--- config.mk ---
export PLATFORM = sky130hd
export DESIGN_NAME = cart_bus_arbiter_flat
export DESIGN_NICKNAME = d
export VERILOG_FILES = /design/src/rtl/pm_pkg.sv /design/src/rtl/cart_bus_arbiter_if.sv /design/src/rtl/cart_bus_arbiter.sv /design/src/flat_wrapper.sv
export SDC_FILE = /design/constraint.sdc
export NUM_CORES = 1
export LEC_CHECK = 0
export CORE_MARGIN = 4
export CORE_UTILIZATION = 45
export CTS_BUF_LIST = sky130_fd_sc_hd__clkbuf_4
export CTS_CLUSTER_SIZE = 14
export DETAILED_ROUTE_END_ITERATION = 6
export GPL_TIMING_DRIVEN = 0
export HOLD_SLACK_MARGIN = 0.02
export PLACE_DENSITY = 0.74
export SETUP_SLACK_MARGIN = 0.3
export SLEW_MARGIN = 20
export SYNTH_ARGS = -nofsm -noshare
export SYNTH_HDL_FRONTEND = slang
export SYNTH_SLANG_ARGS = --single-unit
--- constraint.sdc ---
create_clock -name clk_sys -period 2.38 [get_ports clk_sys]
set_input_delay 0.476 -clock clk_sys [delete_from_list [all_inputs] [get_ports clk_sys]]
set_output_delay 0.476 -clock clk_sys [all_outputs]
set_load 0.01 [all_outputs]
--- src/rtl/pm_pkg.sv ---
// Shared types and constants for the Pokemon Mini cartridge bus logic.
package pm_pkg;

    typedef enum logic [1:0] {
        ARB_IDLE,
        ARB_ARM,
        ARB_WAIT
    } arb_state_t;

    localparam logic [7:0] CART_OPEN_BUS = 8'hFF;

endpackage

--- src/rtl/cart_bus_arbiter_if.sv ---
// Bus bundle between the cartridge arbiter and its three neighbours: ioctl, minx and sdram ch0.
interface cart_bus_arbiter_if #(
    parameter int unsigned ADDR_W = 21
) ();
    logic              dl_active;
    logic              dl_wr;
    logic [24:0]       dl_addr;
    logic [15:0]       dl_data;
    logic              dl_wait;
    logic              cpu_rd;
    logic [23:0]       cpu_addr;
    logic [7:0]        cpu_data;
    logic              cpu_ready;
    logic [ADDR_W-1:0] sd_addr;
    logic              sd_rd;
    logic              sd_wr;
    logic [15:0]       sd_din;
    logic [7:0]        sd_dout;
    logic              sd_busy;

    modport master (
        input  dl_active, dl_wr, dl_addr, dl_data, cpu_rd, cpu_addr, sd_dout, sd_busy,
        output dl_wait, cpu_data, cpu_ready, sd_addr, sd_rd, sd_wr, sd_din
    );

    modport slave (
        output dl_active, dl_wr, dl_addr, dl_data, cpu_rd, cpu_addr, sd_dout, sd_busy,
        input  dl_wait, cpu_data, cpu_ready, sd_addr, sd_rd, sd_wr, sd_din
    );
endinterface

--- src/rtl/cart_bus_arbiter.sv ---
// Shares sdram ch0 between ROM-download writes and minx fetches, with a 1-entry write
// buffer, a 1-entry read cache and a busy timeout.
module cart_bus_arbiter
    import pm_pkg::*;
#(
    parameter int unsigned ADDR_W  = 21,
    parameter int unsigned TIMEOUT = 1023
) (
    input  logic               clk_sys,
    input  logic               reset_n,
    cart_bus_arbiter_if.master bus,
    output logic               timeout_err
);

    arb_state_t        state_q, state_d;
    logic [9:0]        cnt_q, cnt_d;
    logic              op_wr_q, op_wr_d;
    logic              wbuf_full_q, wbuf_full_d;
    logic [ADDR_W-1:0] wbuf_addr_q, wbuf_addr_d;
    logic [15:0]       wbuf_data_q, wbuf_data_d;
    logic              rd_pend_q, rd_pend_d;
    logic [ADDR_W-1:0] rd_addr_q, rd_addr_d;
    logic              cache_valid_q, cache_valid_d;
    logic [ADDR_W-1:0] cache_addr_q, cache_addr_d;
    logic [7:0]        cache_data_q, cache_data_d;
    logic [7:0]        cpu_data_q, cpu_data_d;
    logic              cpu_ready_q, cpu_ready_d;
    logic [ADDR_W-1:0] sd_addr_q, sd_addr_d;
    logic              sd_rd_q, sd_rd_d;
    logic              sd_wr_q, sd_wr_d;
    logic [15:0]       sd_din_q, sd_din_d;
    logic              tmo_err_q, tmo_err_d;
    logic              dl_active_q;

    logic              wr_accept, rd_new, rd_hit, dl_fall, tmo_hit;
    logic              unused_addr_bits;

    assign unused_addr_bits = ^{bus.dl_addr[24:ADDR_W], bus.cpu_addr[23:ADDR_W]};

    assign wr_accept = bus.dl_wr & ~wbuf_full_q;
    assign rd_new    = bus.cpu_rd & ~rd_pend_q;
    // A simultaneous download strobe may target the cached byte, so it blocks the hit.
    assign rd_hit    = cache_valid_q & (cache_addr_q == bus.cpu_addr[ADDR_W-1:0]) & ~bus.dl_wr;
    assign dl_fall   = dl_active_q & ~bus.dl_active;
    assign tmo_hit   = (cnt_q == 10'(TIMEOUT - 1));

    always_comb begin
        state_d       = state_q;
        cnt_d         = cnt_q;
        op_wr_d       = op_wr_q;
        wbuf_full_d   = wbuf_full_q;
        wbuf_addr_d   = wbuf_addr_q;
        wbuf_data_d   = wbuf_data_q;
        rd_pend_d     = rd_pend_q;
        rd_addr_d     = rd_addr_q;
        cache_valid_d = cache_valid_q;
        cache_addr_d  = cache_addr_q;
        cache_data_d  = cache_data_q;
        cpu_data_d    = cpu_data_q;
        cpu_ready_d   = 1'b0;
        sd_addr_d     = sd_addr_q;
        sd_rd_d       = 1'b0;
        sd_wr_d       = 1'b0;
        sd_din_d      = sd_din_q;
        tmo_err_d     = tmo_err_q;

        if (wr_accept) begin
            wbuf_full_d = 1'b1;
            wbuf_addr_d = bus.dl_addr[ADDR_W-1:0];
            wbuf_data_d = bus.dl_data;
        end

        if (rd_new) begin
            if (bus.dl_active) begin
                cpu_ready_d = 1'b1;
                cpu_data_d  = CART_OPEN_BUS;
            end else if (rd_hit) begin
                cpu_ready_d = 1'b1;
                cpu_data_d  = cache_data_q;
            end else begin
                rd_pend_d = 1'b1;
                rd_addr_d = bus.cpu_addr[ADDR_W-1:0];
            end
        end

        unique case (state_q)
            ARB_IDLE: begin
                cnt_d = '0;
                if (!bus.sd_busy && wbuf_full_q) begin
                    sd_wr_d       = 1'b1;
                    sd_addr_d     = wbuf_addr_q;
                    sd_din_d      = wbuf_data_q;
                    op_wr_d       = 1'b1;
                    cache_valid_d = 1'b0;
                    state_d       = ARB_ARM;
                end else if (!bus.sd_busy && rd_pend_q) begin
                    sd_rd_d   = 1'b1;
                    sd_addr_d = rd_addr_q;
                    op_wr_d   = 1'b0;
                    state_d   = ARB_ARM;
                end
            end
            ARB_ARM, ARB_WAIT: begin
                if (state_q == ARB_WAIT && !bus.sd_busy) begin
                    state_d = ARB_IDLE;
                    if (op_wr_q) begin
                        wbuf_full_d = 1'b0;
                    end else begin
                        rd_pend_d     = 1'b0;
                        cpu_ready_d   = 1'b1;
                        cpu_data_d    = bus.sd_dout;
                        cache_valid_d = 1'b1;
                        cache_addr_d  = rd_addr_q;
                        cache_data_d  = bus.sd_dout;
                    end
                end else if (tmo_hit) begin
                    state_d   = ARB_IDLE;
                    tmo_err_d = 1'b1;
                    if (op_wr_q) begin
                        wbuf_full_d = 1'b0;
                    end else begin
                        rd_pend_d   = 1'b0;
                        cpu_ready_d = 1'b1;
                        cpu_data_d  = CART_OPEN_BUS;
                    end
                end else begin
                    cnt_d   = cnt_q + 10'd1;
                    state_d = ARB_WAIT;
                end
            end
            default: state_d = ARB_IDLE;
        endcase

        // Invalidations come last so they win over a fill completing in the same cycle.
        if (wr_accept || dl_fall) begin
            cache_valid_d = 1'b0;
        end
    end

    always_ff @(posedge clk_sys or negedge reset_n) begin
        if (!reset_n) begin
            state_q       <= ARB_IDLE;
            cnt_q         <= '0;
            op_wr_q       <= 1'b0;
            wbuf_full_q   <= 1'b0;
            wbuf_addr_q   <= '0;
            wbuf_data_q   <= '0;
            rd_pend_q     <= 1'b0;
            rd_addr_q     <= '0;
            cache_valid_q <= 1'b0;
            cache_addr_q  <= '0;
            cache_data_q  <= '0;
            cpu_data_q    <= 8'h00;
            cpu_ready_q   <= 1'b0;
            sd_addr_q     <= '0;
            sd_rd_q       <= 1'b0;
            sd_wr_q       <= 1'b0;
            sd_din_q      <= '0;
            tmo_err_q     <= 1'b0;
            dl_active_q   <= 1'b0;
        end else begin
            state_q       <= state_d;
            cnt_q         <= cnt_d;
            op_wr_q       <= op_wr_d;
            wbuf_full_q   <= wbuf_full_d;
            wbuf_addr_q   <= wbuf_addr_d;
            wbuf_data_q   <= wbuf_data_d;
            rd_pend_q     <= rd_pend_d;
            rd_addr_q     <= rd_addr_d;
            cache_valid_q <= cache_valid_d;
            cache_addr_q  <= cache_addr_d;
            cache_data_q  <= cache_data_d;
            cpu_data_q    <= cpu_data_d;
            cpu_ready_q   <= cpu_ready_d;
            sd_addr_q     <= sd_addr_d;
            sd_rd_q       <= sd_rd_d;
            sd_wr_q       <= sd_wr_d;
            sd_din_q      <= sd_din_d;
            tmo_err_q     <= tmo_err_d;
            dl_active_q   <= bus.dl_active;
        end
    end

    assign bus.dl_wait   = wbuf_full_q | (state_q != ARB_IDLE);
    assign bus.cpu_data  = cpu_data_q;
    assign bus.cpu_ready = cpu_ready_q;
    assign bus.sd_addr   = sd_addr_q;
    assign bus.sd_rd     = sd_rd_q;
    assign bus.sd_wr     = sd_wr_q;
    assign bus.sd_din    = sd_din_q;
    assign timeout_err   = tmo_err_q;

endmodule

--- src/flat_wrapper.sv ---
// flat-port wrapper written by rule: the top's interface ports become plain ports
module cart_bus_arbiter_flat import pm_pkg::*;
#(
    parameter int unsigned ADDR_W  = 21,
    parameter int unsigned TIMEOUT = 1023
)
  (clk_sys, reset_n, timeout_err, bus_dl_active, bus_dl_wr, bus_dl_addr, bus_dl_data, bus_cpu_rd, bus_cpu_addr, bus_sd_dout, bus_sd_busy, bus_dl_wait, bus_cpu_data, bus_cpu_ready, bus_sd_addr, bus_sd_rd, bus_sd_wr, bus_sd_din);
  cart_bus_arbiter_if #(.ADDR_W(ADDR_W)) bus_i ();
  input  logic clk_sys;
  input  logic reset_n;
  output logic timeout_err;
  input wire logic [$bits(bus_i.dl_active)-1:0] bus_dl_active;
  input wire logic [$bits(bus_i.dl_wr)-1:0] bus_dl_wr;
  input wire logic [$bits(bus_i.dl_addr)-1:0] bus_dl_addr;
  input wire logic [$bits(bus_i.dl_data)-1:0] bus_dl_data;
  input wire logic [$bits(bus_i.cpu_rd)-1:0] bus_cpu_rd;
  input wire logic [$bits(bus_i.cpu_addr)-1:0] bus_cpu_addr;
  input wire logic [$bits(bus_i.sd_dout)-1:0] bus_sd_dout;
  input wire logic [$bits(bus_i.sd_busy)-1:0] bus_sd_busy;
  output wire logic [$bits(bus_i.dl_wait)-1:0] bus_dl_wait;
  output wire logic [$bits(bus_i.cpu_data)-1:0] bus_cpu_data;
  output wire logic [$bits(bus_i.cpu_ready)-1:0] bus_cpu_ready;
  output wire logic [$bits(bus_i.sd_addr)-1:0] bus_sd_addr;
  output wire logic [$bits(bus_i.sd_rd)-1:0] bus_sd_rd;
  output wire logic [$bits(bus_i.sd_wr)-1:0] bus_sd_wr;
  output wire logic [$bits(bus_i.sd_din)-1:0] bus_sd_din;
  assign bus_i.dl_active = bus_dl_active;
  assign bus_i.dl_wr = bus_dl_wr;
  assign bus_i.dl_addr = bus_dl_addr;
  assign bus_i.dl_data = bus_dl_data;
  assign bus_i.cpu_rd = bus_cpu_rd;
  assign bus_i.cpu_addr = bus_cpu_addr;
  assign bus_i.sd_dout = bus_sd_dout;
  assign bus_i.sd_busy = bus_sd_busy;
  assign bus_dl_wait = bus_i.dl_wait;
  assign bus_cpu_data = bus_i.cpu_data;
  assign bus_cpu_ready = bus_i.cpu_ready;
  assign bus_sd_addr = bus_i.sd_addr;
  assign bus_sd_rd = bus_i.sd_rd;
  assign bus_sd_wr = bus_i.sd_wr;
  assign bus_sd_din = bus_i.sd_din;
  cart_bus_arbiter #(.ADDR_W(ADDR_W), .TIMEOUT(TIMEOUT)) u_core (.clk_sys(clk_sys), .reset_n(reset_n), .bus(bus_i), .timeout_err(timeout_err));
endmodule
==> results.toml <==
[sta]
relSlewSlack_pct = 51.8
period_needed_ps = 2020
setup_tns_ps = 0
grt_setup_unrepaired = "false"
worstMarginPinSlew_ps = 723
hold_viol_final = 0
setup_viol = 0
drv_slew = 0
fin_crit_sh_pct = 84.9
fmax_ghz = 0.495
fin_skew_ps = 13.0
holdWs_ps = 491

[global_routing]
grt-ovfl-total = 0
grt_pass1_vias = 4906
grt_max_degree = 82
grt_usage_pct = 19.7
antenna_found_initial = 1
grt_first_pass_wirelength_um = 25200

[critical_path]
cpPeakStageDelay_ps = 480
rrSetupSlack_ps = 370
start_kind = "primary input"
cp.required_ps = 2820
worstPathMaxFanout = 10
critPathKind = "in -> reg"
cp_cell_sequence = "clkdlybuf4s50_1 -> xnor2_2 -> nand4_1 -> nor4_4 -> a21o_4 -> buf_12 -> mux2_1"
arrival_ps = 2460
crit_path_end_kind = "register"
slowest_stage = "clkdlybuf4s50_1"

[cts]
h-tree-depth = 4
clock-sinks = 153
clk_path_buf_depth = 2
worstSkewPairLatency_ps = 550
cts-root-buf = "clkbuf_4"
clkSlewWorstSetupHoldPaths_ps = 120
cts_tree = "done"
cts_inserted_buffers = 17

[die]
ios = 129
start_util_pct = 45.7
die_area_sq_um = 16700
core_sq_um = 14500
die_w_um = 129
num_rows = 44
die_height_um = 129

[synthesis]
syn_nets = 594
netlist_instances = 510
synth_area_sq_um = 6620
synth-async-reset-ratio_pct = 100
ys_ff_latch = 153
yosys_warnings = 0
netlist-cell-type-count = 40
postSynthAreaPerCell_sq_um = 13.0
synth_edf_count = 0
synth_seq_area_share_pct = 57.9
ys.flop_type = "dfrtp_1"

[pwr]
p_leak_uw = 0.00370
power_density_nw_per_um2 = 1130
total_power_uw = 9740
vdd_drop_max_mv = 0.543

[cells_and_area]
stdcell_count = 861
layout_common_cells = "153 x dfrtp_1, 119 x clkdlybuf4s50_1, 85 x mux2_2"
areaGrowthSynthToFinish_pct = 29.9
layout.nets = 747
layout-drive-gt1-share_pct = 24.9
fin_util_pct = 59.4
final_common_cell = "dfrtp_1"

[routing]
drtPass1Iterations = 4
wl_per_cell_um = 18.1
dr_total_vias = 4528
vias_per_cell = 5.26
drc = 0
drt_iter0_markers = 239
drt-total-wl_um = 15600
drtAntennaViolNets = 0

[run]
maxCapViolCount = 0

[run_status]
outcome = "finished clean"

[placement]
routabilityCongestion = 0.850
dp_cells = 816
portBuffers = 121
hpwl_um = 10900

[worst_hold_path]
min_path_type = "in -> async"
==> kinds of logic after synthesis <==
family | after synthesis | synth area share (%)
AOI/OAI and AO/OA | 79 | 7.74
xor gates and xnor gates | 26 | 3.44
adders and majority gates | 5 | 0.946
buffers and inverters | 35 | 2.44
DFF | 153 | 57.9
muxes | 125 | 20.9
and+or+nand+nor | 87 | 6.68
==> cell usage after synthesis (2+ instances only) <==
master / count / area (sq um)
nand2_1: 33 / 124
o21ai_0: 33 / 165
buf_2: 12 / 60.1
o31ai_1: 2 / 15.0
a311oi_1: 8 / 70.1
mux2_1: 19 / 214
nand4_1: 7 / 43.8
inv_1: 7 / 26.3
buf_1: 4 / 15.0
clkbuf_1: 10 / 37.5
nand4b_1: 2 / 17.5
nand2b_1: 6 / 37.5
dfrtp_1: 153 / 3830
o21a_1: 2 / 15.0
xnor2_1: 25 / 219
nor2_1: 21 / 78.8
a31o_2: 9 / 78.8
a211oi_1: 3 / 22.5
nor3_1: 3 / 15.0
a22o_1: 2 / 17.5
a21oi_1: 12 / 60.1
mux2i_1: 21 / 210
buf_6: 2 / 22.5
mux2_2: 85 / 957
nand3_1: 4 / 20.0
nor2b_1: 5 / 31.3
ha_1: 5 / 62.6
a21o_1: 2 / 15.0
a2111oi_0: 2 / 17.5
==> state kept, by name, summed over array words and instances (netlist names), 2 cells and up <==
| signal | flops |
|---|---|
| u_core.bus.sd_addr | 21 |
| u_core.cache_addr_q | 21 |
| u_core.rd_addr_q | 21 |
| u_core.wbuf_addr_q | 21 |
| u_core.bus.sd_din | 16 |
| u_core.wbuf_data_q | 16 |
| u_core.cnt_q | 10 |
| u_core.bus.cpu_data | 8 |
| u_core.cache_data_q | 8 |
| u_core.state_q | 2 |
==> critical path: cells and delay by family <==
kind / cells / cell delay [ps]
AND/OR/NAND/NOR: 2 / 550
multiplexers: 1 / 340
AO/OA/AOI/OAI: 1 / 220
buffers and inverters: 2 / 620
XOR/XNOR: 1 / 250
==> final timing paths <==
path	start	end	cells after the start
worst min-delay path	reset_n	u_core.rd_addr_q[4]	2
min in group clk_sys	bus_dl_active	u_core.dl_active_q	1
worst min register to register	u_core.bus.sd_addr[9]	u_core.bus.sd_addr[9]	2
max in group asynchronous	reset_n	u_core.cnt_q[2]	3
worst max-delay path	bus_cpu_addr[14]	u_core.rd_addr_q[4]	7
worst max register to register	u_core.cache_addr_q[20]	u_core.rd_addr_q[4]	6
==> where the power goes <==
group          switching [uW]  total [uW]  internal, uW
logic                    1530        3560          2030
registers                 694        4410          3720
clock network             923        1770           848
total                    3150        9740          6590
==> cell type report <==
type	count	area (sq um)
inverter	7	26.3
fill	1191	5890
multi-input combinational	322	2690
sequential	153	3830
tap	184	230
timing repair buffer	134	1330
antenna	1	2.50
buffer	28	168
clock buffer	19	143
clock inverter	13	178
==> what timing repair did <==
action | CTS | global route
pin swaps | 3 | 3
gates resized for setup | 15 | 18
hold endpoints to repair | 80 | 0
setup buffers | 9 | 2
setup endpoints to repair | 61 | 74
hold buffers | 1 | 0
==> metal layers <==
metal	GRT usage, %	up-vias	wire length (um)
met5	0	-	0
met4	6.98	0	271
met3	4.62	20	671
met2	32.4	93	7920
met1	25.6	2289	6730
li1	-	2126	-
==> per-stage QoR <==
step                setup slack [ps]  instance area, sq um
floorplan                        357                  6620
global placement               -5080                  8060
detailed placement              -707                  8090
CTS                              307                  8530
global route                     299                  8590
finish                           360                  8590
Note: power is estimated with default switching activity, not from simulation.
